**config.mk**
```make
export PLATFORM = sky130hd
export DESIGN_NAME = avr_dmem_arbiter
export DESIGN_NICKNAME = d
export VERILOG_FILES = /design/src/rtl/avr_pkg.sv /design/src/rtl/avr_starve_ctr.sv /design/src/rtl/avr_dmem_arbiter.sv
export SDC_FILE = /design/constraint.sdc
export NUM_CORES = 1
export LEC_CHECK = 0
export ABC_AREA = 1
export CAP_MARGIN = 20
export CORE_ASPECT_RATIO = 1.5
export CORE_MARGIN = 5
export CORE_UTILIZATION = 27
export DETAILED_ROUTE_END_ITERATION = 10
export GPL_TIMING_DRIVEN = 0
export HOLD_SLACK_MARGIN = 0.08
export PLACE_DENSITY = 0.77
export SLEW_MARGIN = 20
export SYNTH_ARGS = -nofsm -noshare
export SYNTH_HDL_FRONTEND = slang
export SYNTH_SLANG_ARGS = --single-unit
```
**constraint.sdc**
```tcl
create_clock -name CLK -period 0.85 [get_ports CLK]
set_input_delay 0.17 -clock CLK [delete_from_list [all_inputs] [get_ports CLK]]
set_output_delay 0.17 -clock CLK [all_outputs]
set_load 0.02 [all_outputs]
```
**src/rtl/avr_pkg.sv**
```systemverilog
// Shared types and defaults for the AVR data-memory arbiter.
// Owner encoding, FSM states and the starvation-counter width helper.
package avr_pkg;

   localparam int unsigned AVR_AW         = 16;
   localparam int unsigned AVR_DW         = 8;
   localparam int unsigned AVR_STARVE_MAX = 4;

   typedef enum logic {
      ST_IDLE    = 1'b0,
      ST_DBG_ACK = 1'b1
   } arb_state_e;

   typedef enum logic [1:0] {
      OWN_NONE = 2'd0,
      OWN_CPU  = 2'd1,
      OWN_DBG  = 2'd2
   } owner_e;

   function automatic int unsigned cnt_width(input int unsigned max);
      return (max < 2) ? 1 : $clog2(max + 1);
   endfunction

endpackage

```
**src/rtl/avr_starve_ctr.sv**
```systemverilog
// Saturating count of consecutive debug-port losses.
// o_force asserts once the count reaches STARVE_MAX.
module avr_starve_ctr
   import avr_pkg::*;
#(
   parameter int unsigned STARVE_MAX = AVR_STARVE_MAX
) (
   input  logic i_clk,
   input  logic i_rst,
   input  logic i_inc,
   input  logic i_clr,
   output logic o_force
);

   localparam int unsigned   CW     = cnt_width(STARVE_MAX);
   localparam logic [CW-1:0] LP_MAX = CW'(STARVE_MAX);
   localparam logic [CW-1:0] LP_ONE = CW'(1);

   logic [CW-1:0] r_cnt;

   always_ff @(posedge i_clk) begin
      if (i_rst) begin
         r_cnt <= '0;
      end else if (i_clr) begin
         r_cnt <= '0;
      end else if (i_inc && (r_cnt != LP_MAX)) begin
         r_cnt <= r_cnt + LP_ONE;
      end
   end

   assign o_force = (r_cnt >= LP_MAX);

endmodule

```
**src/rtl/avr_dmem_arbiter.sv**
```systemverilog
// CPU/debug arbiter in front of a single-port synchronous data SRAM.
// Optional starvation guard: define AVR_ARB_STARVE_GUARD_EN.
module avr_dmem_arbiter
   import avr_pkg::*;
#(
   parameter int unsigned AW         = AVR_AW,
   parameter int unsigned DW         = AVR_DW,
   parameter int unsigned STARVE_MAX = AVR_STARVE_MAX
) (
   input  logic          CLK,
   input  logic          RST,
   input  logic          cpu_req,
   input  logic          cpu_we,
   input  logic [AW-1:0] cpu_addr,
   input  logic [DW-1:0] cpu_wdata,
   output logic [DW-1:0] cpu_rdata,
   output logic          cpu_stall,
   input  logic          dbg_req,
   input  logic          dbg_we,
   input  logic [AW-1:0] dbg_addr,
   input  logic [DW-1:0] dbg_wdata,
   output logic [DW-1:0] dbg_rdata,
   output logic          dbg_ack,
   output logic          mem_we,
   output logic [AW-1:0] mem_addr,
   output logic [DW-1:0] mem_wdata,
   input  logic [DW-1:0] mem_rdata
);

   arb_state_e    r_state;
   arb_state_e    w_state;
   arb_state_e    w_state_nxt;
   owner_e        w_owner;
   logic          w_dbg_elig;
   logic          w_gnt_dbg;
   logic          w_gnt_cpu;
   logic          w_force;
   logic          w_in_ack;
   logic [DW-1:0] w_dbg_val;
   logic          r_cpu_rd_pend;
   logic [DW-1:0] r_cpu_hold;
   logic          r_dbg_we;
   logic [DW-1:0] r_dbg_hold;

   // Reset is visible combinationally so an in-flight ack is cancelled
   assign w_state  = RST ? ST_IDLE : r_state;
   assign w_in_ack = (w_state == ST_DBG_ACK);

   always_ff @(posedge CLK) begin
      if (RST) begin
         r_state <= ST_IDLE;
      end else begin
         r_state <= w_state_nxt;
      end
   end

   always_comb begin
      w_state_nxt = w_state;
      w_owner     = OWN_NONE;
      w_dbg_elig  = dbg_req && (w_state == ST_IDLE);
      w_gnt_dbg   = w_dbg_elig && (!cpu_req || w_force);
      w_gnt_cpu   = cpu_req && !w_gnt_dbg;
      mem_we      = 1'b0;
      mem_addr    = '0;
      mem_wdata   = '0;
      unique case (1'b1)
         w_gnt_dbg: w_owner = OWN_DBG;
         w_gnt_cpu: w_owner = OWN_CPU;
         default:   w_owner = OWN_NONE;
      endcase
      unique case (w_owner)
         OWN_CPU: begin
            mem_we    = cpu_we;
            mem_addr  = cpu_addr;
            mem_wdata = cpu_wdata;
         end
         OWN_DBG: begin
            mem_we    = dbg_we;
            mem_addr  = dbg_addr;
            mem_wdata = dbg_wdata;
         end
         default: begin
            mem_we    = 1'b0;
            mem_addr  = '0;
            mem_wdata = '0;
         end
      endcase
      unique case (w_state)
         ST_IDLE:    w_state_nxt = w_gnt_dbg ? ST_DBG_ACK : ST_IDLE;
         ST_DBG_ACK: w_state_nxt = ST_IDLE;
         default:    w_state_nxt = ST_IDLE;
      endcase
   end

   assign cpu_stall = cpu_req && !w_gnt_cpu;

`ifdef AVR_ARB_STARVE_GUARD_EN
   logic w_inc;
   logic w_clr;

   assign w_inc = (w_state == ST_IDLE) && dbg_req && !w_gnt_dbg;
   assign w_clr = w_gnt_dbg || !dbg_req;

   avr_starve_ctr #(
      .STARVE_MAX (STARVE_MAX)
   ) u_starve_ctr (
      .i_clk   (CLK),
      .i_rst   (RST),
      .i_inc   (w_inc),
      .i_clr   (w_clr),
      .o_force (w_force)
   );
`else
   logic w_unused_starve;

   assign w_force         = 1'b0;
   assign w_unused_starve = (STARVE_MAX == 0);
`endif

   // Writes return zero to the debug port
   assign w_dbg_val = r_dbg_we ? '0 : mem_rdata;

   always_ff @(posedge CLK) begin
      if (RST) begin
         r_cpu_rd_pend <= 1'b0;
         r_cpu_hold    <= '0;
         r_dbg_we      <= 1'b0;
         r_dbg_hold    <= '0;
      end else begin
         r_cpu_rd_pend <= (w_owner == OWN_CPU) && !cpu_we;
         if (r_cpu_rd_pend) begin
            r_cpu_hold <= mem_rdata;
         end
         if (w_gnt_dbg) begin
            r_dbg_we <= dbg_we;
         end
         if (w_in_ack) begin
            r_dbg_hold <= w_dbg_val;
         end
      end
   end

   assign cpu_rdata = RST ? '0 :
                      (r_cpu_rd_pend ? mem_rdata : r_cpu_hold);
   assign dbg_ack   = w_in_ack;
   assign dbg_rdata = RST ? '0 :
                      (w_in_ack ? w_dbg_val : r_dbg_hold);

endmodule

```
# After elaboration in Yosys (flattened, before gate mapping)
# Index checks and enable logic that the tools add are counted.
# totals
register_bits	19
input_bits	62
# op_classes
n_mux	12
reduce_logical	9
bitwise	1
eq_ne	2
# ops
op	count
$mux W8	5
$pmux W16 S2	1
$pmux W8 S2	1
$logic_and A1 B1 Y1	5
$logic_not A1 Y1	4
$pmux W1 S2	2
$pmux W2 S2	1
$eq A2 B1 Y1 const B	1
$eq A2 B2 Y1 const B	1
$mux W1	2
$not A1 Y1	1

# Logic depth before layout (Yosys ltp)
# Gate-level depths: netlist (run 1).
# depth
ltp_word	9
mapped_depth	5

# Worst setup path before layout (run 1)
# OpenSTA, ideal clock, no wires.
# synth_timing
path_kind	reg-to-reg
start	register r_state
end	register r_dbg_hold[0]
setup_time_ns	0.179
t_required_ns	0.671
path_buffers	0
path_slack_ns	-0.334
path_stages_with_launch	3
arrival_time_ns	1.005
cell_sequence	dfxtp_1 > nand2_4 > o21ai_0
# synth_via
elab_chain_cells	3
# synth_rtl
element	line	rtl
start: declaration	avr_dmem_arbiter.sv:30	arb_state_e r_state;
start signal: assignment	avr_dmem_arbiter.sv:53	r_state <= w_state_nxt;
$mux W1	avr_dmem_arbiter.sv:46	assign w_state = RST ? ST_IDLE : r_state;
$mux W8 (2 in series)	--	
via dbg_rdata[0]	avr_dmem_arbiter.sv:22	output logic [DW-1:0] dbg_rdata,
end signal: assignment	avr_dmem_arbiter.sv:138	r_dbg_hold <= w_dbg_val;
end: declaration	avr_dmem_arbiter.sv:43	logic [DW-1:0] r_dbg_hold;
# The timed path passes the listed nets, and every way through them passes these cells.
# A chain may end at the register's enable or synchronous reset.

# Worst setup path after layout (run 1)
# layout_timing
start	input mem_rdata[6]
end	output dbg_rdata[6]
# layout_via
elab_chain_cells	3
# layout_rtl
element	line	rtl
start: declaration	avr_dmem_arbiter.sv:27	input logic [DW-1:0] mem_rdata
$mux W8	avr_dmem_arbiter.sv:121	assign w_dbg_val = r_dbg_we ? '0 : mem_rdata;
$mux W8 (2 in series)	--	
end: declaration	avr_dmem_arbiter.sv:22	
# No other way between the ends.

==> out/metrics.csv, run 1 <==
metric,value,unit
drt_drc_violations_left,0,
clock_path_buffers,2,
grt_first_pass_wirelength,7.210,mm
max-vdd-ir-drop,0.001507,V
placementRows,28,
final_area,2965,um2
failed_checks,negative setup slack,
place.gp.congestion,0.6838,
post_route_cells_drive_above_1_share,55.40,%
area_delta_synth_final,174.3,%
grt_util_met1,15.71,%
combPwrFrac,45.1,%
post-route-worst-setup-slack,-539.6,ps
clock-root-buffer,sky130_fd_sc_hd__clkbuf_8,
final_max_slew_viol_count,0,
floorplan.die.width,61.67,um
endpoint_kind,output port,
finalNetCount,350,
maximum_number_of_pins_on_one_net_before_global_route_repair,12,
wp_data_arrival,1220,ps
overflow,0,
totalNegativeSetupSlack,-19540,ps
timing.fmax,719.6,MHz
finalSetupViolCount,44,
skew,1.684,ps
cts_tree,yes,
via_per_inst,4.708,
clock_sinks,19,
final.period_utilization,163.5,%
route.antenna.remaining_nets,0,
critical_path_startpoint_category,primary input,
hold_buffers,0,
timing.final.hold_violations,0,
yosysSeqAreaShare,35.19,%
dpl_cell_area,2430,um2
hold_removal_path_class,in2reg,
cts.htree.levels,1,
critical_path_peak_fanout,2,
die_area,5395,um2
cellPowerDensity,976.4,nW/um2
switching_power,0.0009415,W
antenna_found_initial,0,
clkTransAtPathRegs,70,ps
totalWireLength,5.175,mm
synth_seq_cells,19,
static-leakage-power,1.247,nW
postSynthNetCount,229,
antennaDiodeCount,0,
clk-insertion-delay-late,260,ps
criticalPathCategory,in2out,
maxCapViolCount,0,
cts_made_buffers,3,
synthesis.area,1081,um2
cp.required,680,ps
synth_area_per_cell,6.473,um2
top_usage_layer,met2,
floorplan.core_area,3924,um2
outcome,"complete, but fails checks",
detailroute.via_count,1563,
detailedPlace.worstSlack,-1278,ps
number_of_distinct_library_cells_after_synthesis,18,
ios,105,
grt_setup_unrepaired,yes,
global_routing_usage_on_met3,5.786,%
drt_iter0_drc,35,
fraction_of_power_consumed_by_the_clock_network,21.9,%
cells_after_synthesis,167,
global_route.usage.total,17.27,%
hold_slack,163.7,ps
internal-power,0.001954,W
post-dp-hpwl,3.482,mm
switching_share,32.52,%
die_height,87.50,um
share_seq_of_total_power,33.0,%
grt_pass1_vias,1624,
finalCriticalPeriod,1390,ps
port_buffers,102,
globalRouteMet2Util,34.22,%
first_pass_iters,4,
mean_routed_wirelength_per_cell,15.59,um
synth-warning-count,0,
floorplan.initialDensity,27.55,%
sequential cells by signal (all words and copies together), names as in the netlist:
signal	cells
r_cpu_rd_pend	1
r_dbg_we	1
r_state	1
r_dbg_hold	8
r_cpu_hold	8
final timing paths:
check | end | slack (ps) | start | cells past startpoint
setup / recovery | dbg_rdata[6] | -540 | mem_rdata[6] | 4
hold / removal | r_cpu_rd_pend | 160 | cpu_req | 3
setup reg to reg | r_dbg_hold[6] | -20 | r_state | 4
hold reg to reg | r_dbg_we | 490 | r_dbg_we | 2
per-layer routing:
| metal | wire, um | share of wire (%) | up-vias |
|---|---|---|---|
| met4 | 98 | 1.9 | 0 |
| met1 | 1531 | 30 | 703 |
| li1 | - | - | 780 |
| met2 | 3040 | 59 | 73 |
| met5 | 0 | 0 | - |
| met3 | 505 | 9.8 | 7 |
Yosys cell counts:
master,n,share of area (%)
sky130_fd_sc_hd__buf_6,6,6.2
sky130_fd_sc_hd__a21oi_1,1,0.46
sky130_fd_sc_hd__inv_1,5,1.7
sky130_fd_sc_hd__nand2_4,1,1.0
sky130_fd_sc_hd__o21ai_0,11,5.1
sky130_fd_sc_hd__o21ai_1,5,2.3
sky130_fd_sc_hd__buf_4,1,0.69
sky130_fd_sc_hd__buf_2,2,0.93
sky130_fd_sc_hd__dfxtp_1,19,35
sky130_fd_sc_hd__conb_1,1,0.35
sky130_fd_sc_hd__clkbuf_2,1,0.46
sky130_fd_sc_hd__nor2_8,1,1.9
sky130_fd_sc_hd__inv_2,1,0.35
sky130_fd_sc_hd__nand3_2,1,0.93
sky130_fd_sc_hd__nand3_1,32,15
sky130_fd_sc_hd__nor2_1,17,5.9
sky130_fd_sc_hd__nand2_1,61,21
sky130_fd_sc_hd__nor3_1,1,0.46
power by group through the flow:
stage | clock [W] | sequential [W] | combinational [W]
floorplan | 0 | 0.000959 | 0.000508
global route | 0.000708 | 0.000959 | 0.00138
detailed placement | 0 | 0.000963 | 0.00108
CTS | 0.000648 | 0.000946 | 0.00123
global placement | 0 | 0.000962 | 0.00108
finish | 0.000635 | 0.000956 | 0.00130
layout make-up:
type | instances | area [um2]
sequential | 19 | 389.1
clock inverter | 1 | 5.005
timing repair buffer | 116 | 1222
buffer | 10 | 131.4
inverter | 6 | 40.04
tap | 45 | 56.30
clock buffer | 3 | 41.29
multi-input combinational | 132 | 1080
fill | 298 | 958.4
logic make-up after synthesis:
logic type | share of synthesized area, %
buffers and inverters | 10.42
AND/OR/NAND/NOR | 46.18
other | 0.3469
flip-flops | 35.18
AO/OA/AOI/OAI | 7.869
critical path, stage by stage:
cell,delay [ps]
sky130_fd_sc_hd__clkdlybuf4s50_1,540
sky130_fd_sc_hd__nand2_1,150
sky130_fd_sc_hd__o21ai_4,210
sky130_fd_sc_hd__buf_6,140
stage by stage:
stage | util (%) | cells | total power, W
after floorplan | - | 167 | 0.001467
after global placement | 61.93 | 314 | 0.002037
after detailed placement | 61.93 | 314 | 0.002045
after CTS | 70.60 | 331 | 0.002822
after global routing | 75.57 | 332 | 0.003050
final | 75.57 | 332 | 0.002895
timing repair:
| item | 4_1_cts | 5_1_grt |
|---|---|---|
| gates resized for setup | 295 | 33 |
| endpoints found under the setup margin | 61 | 53 |
| pin swaps | 9 | 9 |
| gates cloned | 2 | 0 |
| buffers inserted | 11 | 1 |
cell usage in the layout, fill, tap and decap left out, types with 6 or more instances in the layout:
cell and instances:
sky130_fd_sc_hd__buf_8 6, sky130_fd_sc_hd__nor2_2 7, sky130_fd_sc_hd__buf_6 36, sky130_fd_sc_hd__nand3_1 10, sky130_fd_sc_hd__dfxtp_1 16, sky130_fd_sc_hd__o21ai_4 12, sky130_fd_sc_hd__nand2_4 7, sky130_fd_sc_hd__nand3_4 9
sky130_fd_sc_hd__buf_4 15, sky130_fd_sc_hd__nand2_2 19, sky130_fd_sc_hd__clkdlybuf4s50_1 58, sky130_fd_sc_hd__nand3_2 14, sky130_fd_sc_hd__nand2_1 35
Note: power is estimated with default switching activity, not from simulation.
==> run 2, diff against run 1 <==
--- a/config.mk
+++ b/config.mk
@@ -13,7 +13,7 @@
 export DETAILED_ROUTE_END_ITERATION = 10
 export GPL_TIMING_DRIVEN = 0
 export HOLD_SLACK_MARGIN = 0.08
-export PLACE_DENSITY = 0.77
+export PLACE_DENSITY = 0.85
 export SLEW_MARGIN = 20
 export SYNTH_ARGS = -nofsm -noshare
 export SYNTH_HDL_FRONTEND = slang
==> run 2 against run 1 <==
The flow still finishes with violations (negative setup slack). Largest power group unchanged. Highest routed layer unchanged. Maximum frequency down 0.40%. Clock skew hardly changed. Via count up 10%. Sequential share of layout area down 1.9 points. Global-route usage increased by 1.1 points. Combinational power grew 19%.
==> out/metrics.csv, run 2 (synthesis gave the netlist of run 1 again) <==
metric,value,unit,change
failed_checks,negative setup slack,,
post_route_cells_drive_above_1_share,61.54,%,+6.1 points
detailroute.via_count,1724,,+10%
overflow,0,,unchanged
floorplan.die.width,61.67,um,unchanged
ios,105,,unchanged
filler_cell_count,164,,-45%
port_buffers,102,,unchanged
wp_data_arrival,1230,ps,about the same
final.period_utilization,164.1,%,+0.66 points
hold_buffers,0,,unchanged
clkTransAtPathRegs,70,ps,about the same
route.antenna.remaining_nets,0,,unchanged
finalNetCount,362,,+3.4%
criticalPathCategory,reg2out,,
endpoint_kind,output port,,
finalCriticalPeriod,1395,ps,+5.592 ps
clock_sinks,19,,unchanged
first_pass_iters,6,,+2
commonest_non_fill_non_tap_cells_in_the_layout,"58 x sky130_fd_sc_hd__clkdlybuf4s50_1, 53 x sky130_fd_sc_hd__buf_6, 35 x sky130_fd_sc_hd__nand2_1",,
floorplan.core_area,3924,um2,unchanged
crit_slowest_cell,sky130_fd_sc_hd__dfxtp_4,,
mean_routed_wirelength_per_cell,19.46,um,+25%
post-dp-hpwl,3.566,mm,+2.4%
antennaDiodeCount,0,,unchanged
placementRows,28,,unchanged
drt_iter0_drc,31,,-11%
post-route-worst-setup-slack,-545.2,ps,-5.592 ps
clk-insertion-delay-late,260,ps,about the same
skew,1.874,ps,+0.1900 ps
timing.final.hold_violations,0,,unchanged
antenna_found_initial,0,,unchanged
global_route.usage.total,18.40,%,+1.1 points
clock_path_buffers,2,,unchanged
final_core_utilization,87.88,%,+12 points
finalSetupViolCount,54,,+23%
cellPowerDensity,914.1,nW/um2,-6.4%
grt_first_pass_wirelength,7.596,mm,+5.4%
critical_path_startpoint_category,flip-flop,,
final_common_cell,sky130_fd_sc_hd__clkdlybuf4s50_1,,
place.gp.congestion,0.7338,,+7.3%
max-vdd-ir-drop,0.001324,V,-12%
layout_top_registers,"r_cpu_hold x8, r_dbg_hold x8",,
cp_cell_sequence,nand2_8 > clkbuf_16 > nand3_2 > nand2_2 > buf_6,,
r2r_setup_slack,-220,ps,-200 ps
totalNegativeSetupSlack,-21230,ps,-1693 ps
floorplan.initialDensity,27.55,%,unchanged
cts_made_buffers,3,,unchanged
via_per_inst,5.012,,+6.5%
die_area,5395,um2,unchanged
totalPowerFinal,0.003152,W,+8.9%
drt_drc_violations_left,0,,unchanged
cts_tree,yes,,
die_height,87.50,um,unchanged
timing.fmax,716.7,MHz,-0.40%
maxCapViolCount,0,,unchanged
static-leakage-power,1.384,nW,+11%
critical_path_peak_fanout,6,,+4
area_delta_synth_final,219.0,%,
final_max_slew_viol_count,0,,unchanged
maximum_number_of_pins_on_one_net_before_global_route_repair,11,,-1
cp.required,680,ps,about the same
outcome,"complete, but fails checks",,
clock-root-buffer,sky130_fd_sc_hd__clkbuf_8,,
hold_removal_path_class,in2reg,,
totalWireLength,6.694,mm,+29%
grt_setup_unrepaired,yes,,
cts.htree.levels,1,,unchanged
critPathMaxStageDelay,400,ps,-140 ps
grt_pass1_vias,1698,,+4.6%
[run 2: power by group]
group	internal (W)	leakage, nW	switching, W
clock	0.000334	0.0228	0.000308
sequential	0.000925	0.156	0.0000318
combinational	0.000820	1.20	0.000734
[run 2: layer usage]
| metal | part of all wire, % | global-route usage, % |
|---|---|---|
| met1 | 30 | 16.96 |
| met2 | 61 | 38.13 |
| met3 | 8.8 | 4.006 |
| met4 | 0.97 | 3.475 |
| met5 | 0 | 0 |
[run 2: final cells by class]
class / instances / area [um2] / area share [%]
Timing Repair Buffer: 127 / 1436 / 41.65
Multi-Input combinational cell: 133 / 1324 / 38.39
Sequential cell: 19 / 387.9 / 11.25
Buffer: 10 / 137.6 / 3.991
Inverter: 6 / 61.31 / 1.778
Tap cell: 45 / 56.30 / 1.633
Clock buffer: 4 / 45.04 / 1.306
[run 2: repair_timing]
item	in CTS	in global routing
buffers inserted	15	6
endpoints found under the setup margin	61	57
cloned	5	2
resized for setup	302	90
pin swaps	32	42
[run 2: worst max-delay path: cells and delay by family (launching register included)]
kind | cells | cell delay [ps]
buf+inv | 2 | 310
flops | 1 | 400
simple gates | 3 | 240
[run 2: through the flow]
| step | std cells | setup WS [ps] | cell area [um2] | hold WS (ps) |
|---|---|---|---|---|
| after floorplan | 167 | -122.8 | 1353 | 234.2 |
| after global placement | 314 | -1255 | 2430 | 429.1 |
| after detailed placement | 314 | -1260 | 2430 | 432.4 |
| after CTS | 338 | -533.9 | 2973 | 156.1 |
| after global routing | 344 | -599.5 | 3448 | 163.2 |
| final | 344 | -545.2 | 3448 | 165.2 |
[run 2: path summary, 6_finish.rpt]
check / startpoint / endpoint / depth (start not counted)
max: r_state / mem_addr[1] / 5
max reg2reg: r_state / r_dbg_we / 6
min reg2reg: r_dbg_hold[0] / r_dbg_hold[0] / 2
min: RST / r_dbg_we / 2
